--- src/rtl/ctrl_pkg.sv ---
// rtl/ctrl_pkg.sv - shared encodings for the unidad_control FSM and its opcode decoder
package ctrl_pkg;

  localparam logic [3:0] OP_NOP   = 4'h0;
  localparam logic [3:0] OP_LOAD  = 4'h1;
  localparam logic [3:0] OP_STORE = 4'h2;
  localparam logic [3:0] OP_ADD   = 4'h3;
  localparam logic [3:0] OP_SUB   = 4'h4;
  localparam logic [3:0] OP_AND   = 4'h5;
  localparam logic [3:0] OP_OR    = 4'h6;
  localparam logic [3:0] OP_XOR   = 4'h7;
  localparam logic [3:0] OP_LDI   = 4'h8;
  localparam logic [3:0] OP_JMP   = 4'h9;
  localparam logic [3:0] OP_JZ    = 4'hA;
  localparam logic [3:0] OP_HALT  = 4'hF;

  localparam logic [2:0] ALU_ADD = 3'd0;
  localparam logic [2:0] ALU_SUB = 3'd1;
  localparam logic [2:0] ALU_AND = 3'd2;
  localparam logic [2:0] ALU_OR  = 3'd3;
  localparam logic [2:0] ALU_XOR = 3'd4;

  localparam logic [1:0] ACC_SEL_ALU = 2'd0;
  localparam logic [1:0] ACC_SEL_MEM = 2'd1;
  localparam logic [1:0] ACC_SEL_IMM = 2'd2;

  localparam logic [1:0] ERR_NONE = 2'b00;
  localparam logic [1:0] ERR_ILL  = 2'b01;
  localparam logic [1:0] ERR_TO   = 2'b10;

  typedef enum logic [3:0] {
    ST_IDLE   = 4'd0,
    ST_FETCH  = 4'd1,
    ST_LATCH  = 4'd2,
    ST_DECODE = 4'd3,
    ST_MEMRD  = 4'd4,
    ST_WB     = 4'd5,
    ST_MEMWR  = 4'd6,
    ST_HALTED = 4'd7,
    ST_ERROR  = 4'd8
  } state_t;

  typedef enum logic [3:0] {
    CL_NOP   = 4'd0,
    CL_LOAD  = 4'd1,
    CL_STORE = 4'd2,
    CL_ALU   = 4'd3,
    CL_LDI   = 4'd4,
    CL_JMP   = 4'd5,
    CL_JZ    = 4'd6,
    CL_HALT  = 4'd7,
    CL_ILL   = 4'd8
  } cls_t;

endpackage

--- src/rtl/unidad_control_decodificador.sv ---
// rtl/unidad_control_decodificador.sv - combinational opcode to class/alu_op/legal decoder
module decodificador
  import ctrl_pkg::*;
(
  input  logic [3:0] opcode,
  output cls_t       cls,
  output logic [2:0] alu_op,
  output logic       legal
);

  always_comb begin
    cls    = CL_ILL;
    alu_op = ALU_ADD;
    legal  = 1'b1;
    case (opcode)
      OP_NOP:   cls = CL_NOP;
      OP_LOAD:  cls = CL_LOAD;
      OP_STORE: cls = CL_STORE;
      OP_ADD:   begin cls = CL_ALU; alu_op = ALU_ADD; end
      OP_SUB:   begin cls = CL_ALU; alu_op = ALU_SUB; end
      OP_AND:   begin cls = CL_ALU; alu_op = ALU_AND; end
      OP_OR:    begin cls = CL_ALU; alu_op = ALU_OR;  end
      OP_XOR:   begin cls = CL_ALU; alu_op = ALU_XOR; end
      OP_LDI:   cls = CL_LDI;
      OP_JMP:   cls = CL_JMP;
      OP_JZ:    cls = CL_JZ;
      OP_HALT:  cls = CL_HALT;
      default:  legal = 1'b0;
    endcase
  end

endmodule

--- src/rtl/unidad_control.sv ---
// rtl/unidad_control.sv - multi-cycle control FSM for the 14-bit ISA processor
module unidad_control
  import ctrl_pkg::*;
#(
  parameter int DW          = 14,
  parameter int OPW         = 4,
  parameter int MEM_TIMEOUT = 16
)(
  input  logic          clk,
  input  logic          rst,
  input  logic          run,
  input  logic [DW-1:0] ir,
  input  logic          zero,
  input  logic          mem_ack,
  output logic          mem_req,
  output logic          mem_we,
  output logic          addr_sel,
  output logic          pc_en,
  output logic          pc_sel,
  output logic          ir_en,
  output logic          acc_en,
  output logic [1:0]    acc_sel,
  output logic [2:0]    alu_op,
  output logic          busy,
  output logic          halted,
  output logic [1:0]    err_code
);

  localparam int CW = $clog2(MEM_TIMEOUT);
  localparam logic [CW-1:0] CNT_LAST = CW'(MEM_TIMEOUT - 1);

  state_t        state, state_next;
  logic [1:0]    err_q, err_next;
  logic [CW-1:0] cnt;
  cls_t          dec_cls;
  logic [2:0]    dec_alu;
  logic          dec_legal;
  logic          wait_st, timeout;
  state_t        next_fetch;
  logic          ir_unused;

  // Operand bits only feed the datapath muxes, never the control decisions.
  assign ir_unused = ^ir[DW-OPW-1:0];

  decodificador u_dec (
    .opcode (ir[DW-1 -: OPW]),
    .cls    (dec_cls),
    .alu_op (dec_alu),
    .legal  (dec_legal)
  );

  assign wait_st    = (state == ST_FETCH) || (state == ST_MEMRD) || (state == ST_MEMWR);
  assign timeout    = wait_st && !mem_ack && (cnt == CNT_LAST);
  // The instruction boundary is where run is honoured: no request is raised if it dropped.
  assign next_fetch = run ? ST_FETCH : ST_IDLE;

  always_ff @(posedge clk) begin
    if (rst) begin
      state <= ST_IDLE;
      err_q <= ERR_NONE;
      cnt   <= '0;
    end else begin
      state <= state_next;
      err_q <= err_next;
      if (state_next != state)
        cnt <= '0;
      else if (wait_st && !mem_ack)
        cnt <= cnt + 1'b1;
    end
  end

  always_comb begin
    state_next = state;
    err_next   = err_q;
    mem_req    = 1'b0;
    mem_we     = 1'b0;
    addr_sel   = 1'b0;
    pc_en      = 1'b0;
    pc_sel     = 1'b0;
    ir_en      = 1'b0;
    acc_en     = 1'b0;
    acc_sel    = ACC_SEL_ALU;
    alu_op     = ALU_ADD;
    busy       = 1'b1;
    halted     = 1'b0;
    err_code   = ERR_NONE;
    case (state)
      ST_IDLE: begin
        busy = 1'b0;
        if (run) state_next = ST_FETCH;
      end
      ST_FETCH: begin
        mem_req = 1'b1;
        if (mem_ack) state_next = ST_LATCH;
        else if (timeout) begin state_next = ST_ERROR; err_next = ERR_TO; end
      end
      ST_LATCH: begin
        ir_en      = 1'b1;
        pc_en      = 1'b1;
        state_next = ST_DECODE;
      end
      ST_DECODE: begin
        if (!dec_legal) begin
          state_next = ST_ERROR;
          err_next   = ERR_ILL;
        end else begin
          case (dec_cls)
            CL_NOP:   state_next = next_fetch;
            CL_LDI:   begin acc_en = 1'b1; acc_sel = ACC_SEL_IMM; state_next = next_fetch; end
            CL_JMP:   begin pc_en = 1'b1; pc_sel = 1'b1; state_next = next_fetch; end
            CL_JZ:    begin pc_en = zero; pc_sel = 1'b1; state_next = next_fetch; end
            CL_LOAD,
            CL_ALU:   state_next = ST_MEMRD;
            CL_STORE: state_next = ST_MEMWR;
            CL_HALT:  state_next = ST_HALTED;
            default:  begin state_next = ST_ERROR; err_next = ERR_ILL; end
          endcase
        end
      end
      ST_MEMRD: begin
        mem_req  = 1'b1;
        addr_sel = 1'b1;
        if (mem_ack) state_next = ST_WB;
        else if (timeout) begin state_next = ST_ERROR; err_next = ERR_TO; end
      end
      ST_WB: begin
        acc_en = 1'b1;
        if (dec_cls == CL_LOAD) acc_sel = ACC_SEL_MEM;
        else alu_op = dec_alu;
        state_next = next_fetch;
      end
      ST_MEMWR: begin
        mem_req  = 1'b1;
        mem_we   = 1'b1;
        addr_sel = 1'b1;
        if (mem_ack) state_next = next_fetch;
        else if (timeout) begin state_next = ST_ERROR; err_next = ERR_TO; end
      end
      ST_HALTED: begin
        busy   = 1'b0;
        halted = 1'b1;
      end
      ST_ERROR: begin
        busy     = 1'b0;
        halted   = 1'b1;
        err_code = err_q;
      end
      default: begin
        busy       = 1'b0;
        state_next = ST_IDLE;
      end
    endcase
  end

endmodule

--- config.mk ---
export PLATFORM = sky130hd
export DESIGN_NAME = unidad_control
export DESIGN_NICKNAME = d
export VERILOG_FILES = /design/src/rtl/ctrl_pkg.sv /design/src/rtl/unidad_control_decodificador.sv /design/src/rtl/unidad_control.sv
export SDC_FILE = /design/constraint.sdc
export NUM_CORES = 1
export LEC_CHECK = 0
export ABC_AREA = 1
export CAP_MARGIN = 20
export CORE_MARGIN = 2
export CORE_UTILIZATION = 39
export DETAILED_ROUTE_END_ITERATION = 8
export HOLD_SLACK_MARGIN = 0.08
export PLACE_DENSITY = 0.76
export SYNTH_ARGS = -nofsm -noshare
export SYNTH_HDL_FRONTEND = slang
export SYNTH_SLANG_ARGS = --single-unit
--- constraint.sdc ---
create_clock -name clk -period 1.35 [get_ports clk]
set_clock_uncertainty 0.05 [all_clocks]
set_input_delay 0.27 -clock clk [delete_from_list [all_inputs] [get_ports clk]]
set_output_delay 0.27 -clock clk [all_outputs]
set_load 0.05 [all_outputs]
==> metrics.md, run 1 <==
| Metric | Value |
|---|---|
| Largest net degree at the start of global routing | 7 |
| IO Count | 35 |
| #FFs+latches synth | 10 |
| Horiz. Die Dim | 51.7 um |
| Worst EP kind | top-level output |
| Initial Util | 40.8% |
| HPWL Detailed | 2650 um |
| Mean Syn Cell Area | between 5 and 6 um^2 |
| Last stage | 5_1_grt |
| Placed cells | ~260 |
| Die height | 51.7 um |
| TritonCTS buffer count | 3 |
| Async SR Flop Fraction | 0% |
| Row Count | 17 |
| RD Place Congestion | about 0.89 |
| Synth Instances | 156 |
| Status | stopped before the end |
| Sink Count | 10 |
| Prevailing post-synth register cell | dfxtp_1 |
| Post-Syn Area | roughly 890 um^2 |
| Error msg | [ERROR DPL-0038] Utilization greater than 100%, impossible to legalize |
| Hold buffer count at cts | 0 |
| CTS Buffer Depth | 2 |
| Post-synth EDFFs | 0 |
| Yosys cell types | 23 |
| Synth warnings | 0 |
| Sequential area share after synthesis | 22.6% |
| Worst EP post-GRT repair | acc_en |
| H-tree depth | 1 |
| Mapped Nets | between 150 and 200 |
| IO buf count | 24 |
| CTS Root Cell | clkbuf_4 |
==> logic make-up after synthesis <==
family	Yosys count	share of synthesized area (%)
simple gates	96	49.7
buf+inv	30	12.7
compound gates	15	9.46
flops	10	22.6
xor+xnor	3	2.97
mux	1	1.13
fa+ha+maj	1	1.41
==> cells in the mapped netlist (2+ instances only) <==
library cell / n / area [um^2]
nor2_2: 4 / 25.0
inv_2: 2 / 7.51
a21oi_1: 10 / 50.1
dfxtp_1: 10 / 200
inv_1: 28 / 105
nor3_1: 2 / 10.0
o21ai_0: 2 / 10.0
nand2_2: 2 / 12.5
nand4_1: 3 / 18.8
xor2_1: 3 / 26.3
nand2_1: 45 / 169
nor2_1: 21 / 78.8
nand3_1: 14 / 70.1
==> repair_timing <==
item	4_1_cts
endpoints found under the hold margin	0
resized for setup	48
setup endpoints to repair	26
buffers inserted	9
pin swaps	9
==> through the flow <==
step / setup TNS, ps / area, um^2 / util, % / worst slack (ps)
floorplan: -3100 / 1030 / - / -419
global placement: -9740 / 1840 / 84.7 / -655
detailed placement: -11410 / 1840 / 84.7 / -759
CTS: -8460 / 2080 / 96.0 / -543
==> inputs of run 2 (changes only) <==
CORE_AREA = 2 2 63 65   (was unset)
CORE_MARGIN = unset   (was 2)
CORE_UTILIZATION = unset   (was 39)
DIE_AREA = 0 0 65 67   (was unset)
HOLD_SLACK_MARGIN = unset   (was 0.08)
PLACE_DENSITY = unset   (was 0.76)
PLACE_DENSITY_LB_ADDON = 0.15   (was unset)
clock period = 1.8 ns   (was 1.35 ns; I/O delays follow)
==> metrics.md, run 2 <==
| Metric | Value |
|---|---|
| CTS Root Cell | clkbuf_8 |
| Synth Area in Adders | 1.41% |
| Endpoint class of the critical path | output port |
| End of the worst register-to-register path | cnt[2] |
| CP Max Fanout | 7 |
| Worst path cell trace | nor2_4 -> inv_2 -> nor2_4 -> buf_6 -> nand3_4 -> a21oi_4 -> or2_4 -> buf_12 |
| Synth top cells by count | nand2_1 (45), inv_1 (28), nor2_1 (21) |
| CTS Buffer Depth | 2 |
| Prevailing post-synth register cell | dfxtp_1 |
| Final nets | 241 |
| Die height | ~67 um |
| Part of the power in the clock network | 20.3% |
| Synth warnings | 0 |
| Failing checks | negative setup slack |
| Synth Instances | 156 |
| Compound-Gate Fraction of Synth Area | 9.46% |
| Pint | 663 uW |
| Async SR Flop Fraction | 0% |
| Hold Violations, Final | 0 |
| Commonest non-fill, non-tap cell in the layout | nand2_1 |
| Synth Area in XOR/XNOR | 2.97% |
| Register share of total power | ~25% |
| Row Count | 22 |
| DR WL/cell | ~10 um |
| IO Count | 35 |
| Final min period | around 1900 ps |
| Critical Path RT | 1390 ps |
| Final setup viols | 4 |
| Biggest registers after layout | cnt x4, state x4, err_q x2 |
| Top-count cell post-synth | nand2_1 |
| Status | finished, violations left |
| Post-synth EDFFs | 0 |
| Mapped Nets | 176 |
| VDD IR-drop max | 0.396 mV |
| Global-route wire length before repair | 4550 um |
| Post-route antenna net violation count | 0 |
| IO buf count | 24 |
| Core box area | 0.00361 mm^2 |
| Crit Path Class | flip-flop to output port |
| CP Launch Point | state[3] |
| Largest net degree at the start of global routing | 8 |
| Ranking of synthesized cells by area | dfxtp_1 (23%), nand2_1 (19%), inv_1 (12%) |
| Vias in the first global route | ~1100 |
| Top Usage Layer GRT | met2 |
| Share of the synthesized area in the top cell type | ~23% |
| Mean Syn Cell Area | roughly 5.7 um^2 |
| Max Slew Vio Count | 0 |
| Initial drt markers | 58 |
| Pleak | 0.000911 uW |
| TritonCTS buffer count | 3 |
| Sink Count | 10 |
| CTS tree | yes |
| Final Total Pwr | 1090 uW |
| Placed Area | 0.00161 mm^2 |
| Horiz. Die Dim | 65 um |
| Final WL | 2740 um |
| Total die area | approximately 0.0044 mm^2 |
| R2R cell count | 13 |
| PwrDens | 600 mW/mm^2 |
| Largest family of logic cells by synthesized area | simple AND/OR/NAND/NOR gates |
| Crit share post-route | 105% |
| H-tree depth | 1 |
| Initial Util | 24.6% |
| Setup ws final | -81.5 ps |
| Synth area leader | dfxtp_1 |
| GRT Util Overall | a little over an eighth |
| Grt ovf | 0 |
| Startpoint types | flip-flop |
| Max-Cap Viols | 0 |
| Rel. slew slack | 79.3% |
| Combinational group share of total power | 55.1% |
| Antenna fix cells | 0 |
| Number of buffers and inverters on the critical path | 3 |
| Top delay family on crit path | simple AND/OR/NAND/NOR gates |
| CP most frequent cell | nor2_4 |
| Yosys cell types | 23 |
| Reg2reg start | state[2] |
| Sw Share | 39.4% |
| Fmax | approximately 530 MHz |
| Synth Area in Simple Gates | 49.7% |
| P&R area growth vs syn | 106% |
| Drt drc | 0 |
| Post-Syn Area | 886 um^2 |
| Hold buffer count at cts | 0 |
| DR pass1 iterations | 4 |
| Final Cell Area | about 0.0018 mm^2 |
| Most frequent cells in the layout | nand2_1 (41), buf_4 (33), inv_1 (23) |
| Sequential area share after synthesis | 22.6% |
| Worst hold stages | 2 |
| Reg2reg setup slack | 120 ps |
| Worst-Skew Late Latency | 230 ps |
| Sw power | 431 uW |
| Levels on crit path | 8 |
| CP arrival | between 1000 and 1500 ps |
| Worst setup path endpoint | acc_en |
| #FFs+latches synth | 10 |
| Met3 Use GR | 1.35% |
| HPWL Detailed | roughly 2200 um |
| RD Place Congestion | 0.880 |
| Met2 Use GR | 25.0% |
| GR Util met1 | between 10% and 20% |
| Vias | ~1100 |
| DR vias/cell | 4.30 |
| Share of layout cells above drive strength 1 | 48.4% |
| Max incr delay on CP | 360 ps |
| Worst hold-check path type | flip-flop to flip-flop |
| Slew at the pin closest to its max-slew limit | 309 ps |
| Mux contribution to synthesized area | roughly 1.1% |
| Initial antenna violation count | 0 |
| Slowest-stage cell, CP | dfxtp_4 |
| Reg clk slew, reported paths | approximately 40 ps |
| RSZ-0062 raised after global routing | true |
## run 2: cell counts after synthesis
No cell type changed its count.
## run 2: how the worst min path moves through the flow
stage | startpoint | end | slack [ps]
global route | err_q[0] | err_q[0] | 460
finish | err_q[1] | err_q[1] | 410
global placement | err_q[1] | err_q[1] | 400
floorplan | rst | state[2] | 370
detailed placement | err_q[1] | err_q[1] | 410
CTS | err_q[1] | err_q[1] | 410
## run 2: stage by stage
stage	hold WS [ps]	cells	setup WS, ps	utilization, %	setup TNS, ps
2_1_floorplan	372	156	-126	-	-558
3_3_place_gp	397	256	-359	44.7	-4280
3_5_place_dp	405	256	-400	44.7	-4540
4_1_cts	412	262	-113	48.5	-574
5_1_grt	457	267	-153	50.5	-594
6_report	411	267	-81.5	50.5	-178
## run 2: metal layers
metal,wire [um],vias to the layer above
met5,0,-
met4,51,0
met3,94,5
met2,1420,22
met1,1170,506
li1,-,615
## run 2: cells by family after synthesis
family	after synthesis
compound gates	15
xor+xnor	3
fa+ha+maj	1
buf+inv	30
flops	10
mux	1
simple gates	96
## run 2: final cells by class
type / count / area, um^2
Multi-Input combinational cell: 116 / 731
Fill cell: 334 / 1780
Inverter: 30 / 113
Clock buffer: 3 / 41.3
Tap cell: 48 / 60.1
Timing Repair Buffer: 60 / 664
Sequential cell: 10 / 213
## run 2: worst register-to-register path: stages (launching register included)
cell and delay, ps:
dfxtp_4 390, inv_2 60, nor2_2 140, buf_4 150, nand3_1 90, inv_2 110
nand2_1 60, nand3_1 80, nand2_1 70, nand2_1 80, nor2_1 50, nor2_2 110
nand2_2 80, nor2_1 110
## run 2: what timing repair did
action | 4_1_cts | 5_1_grt
pin swaps | 5 | 5
setup endpoints to repair | 16 | 16
resized for setup | 32 | 22
buffers inserted | 3 | 5
gates cloned | 0 | 0
## run 2: power groups by stage
| stage | registers, uW | clock network [uW] | logic [uW] |
|---|---|---|---|
| after global routing | 271 | 243 | 647 |
| after detailed placement | 267 | 0 | 541 |
| after CTS | 266 | 229 | 566 |
| after global placement | 266 | 0 | 539 |
| after floorplan | 263 | 0 | 297 |
| final | 269 | 222 | 602 |
Note: power is estimated with default switching activity, not from simulation.
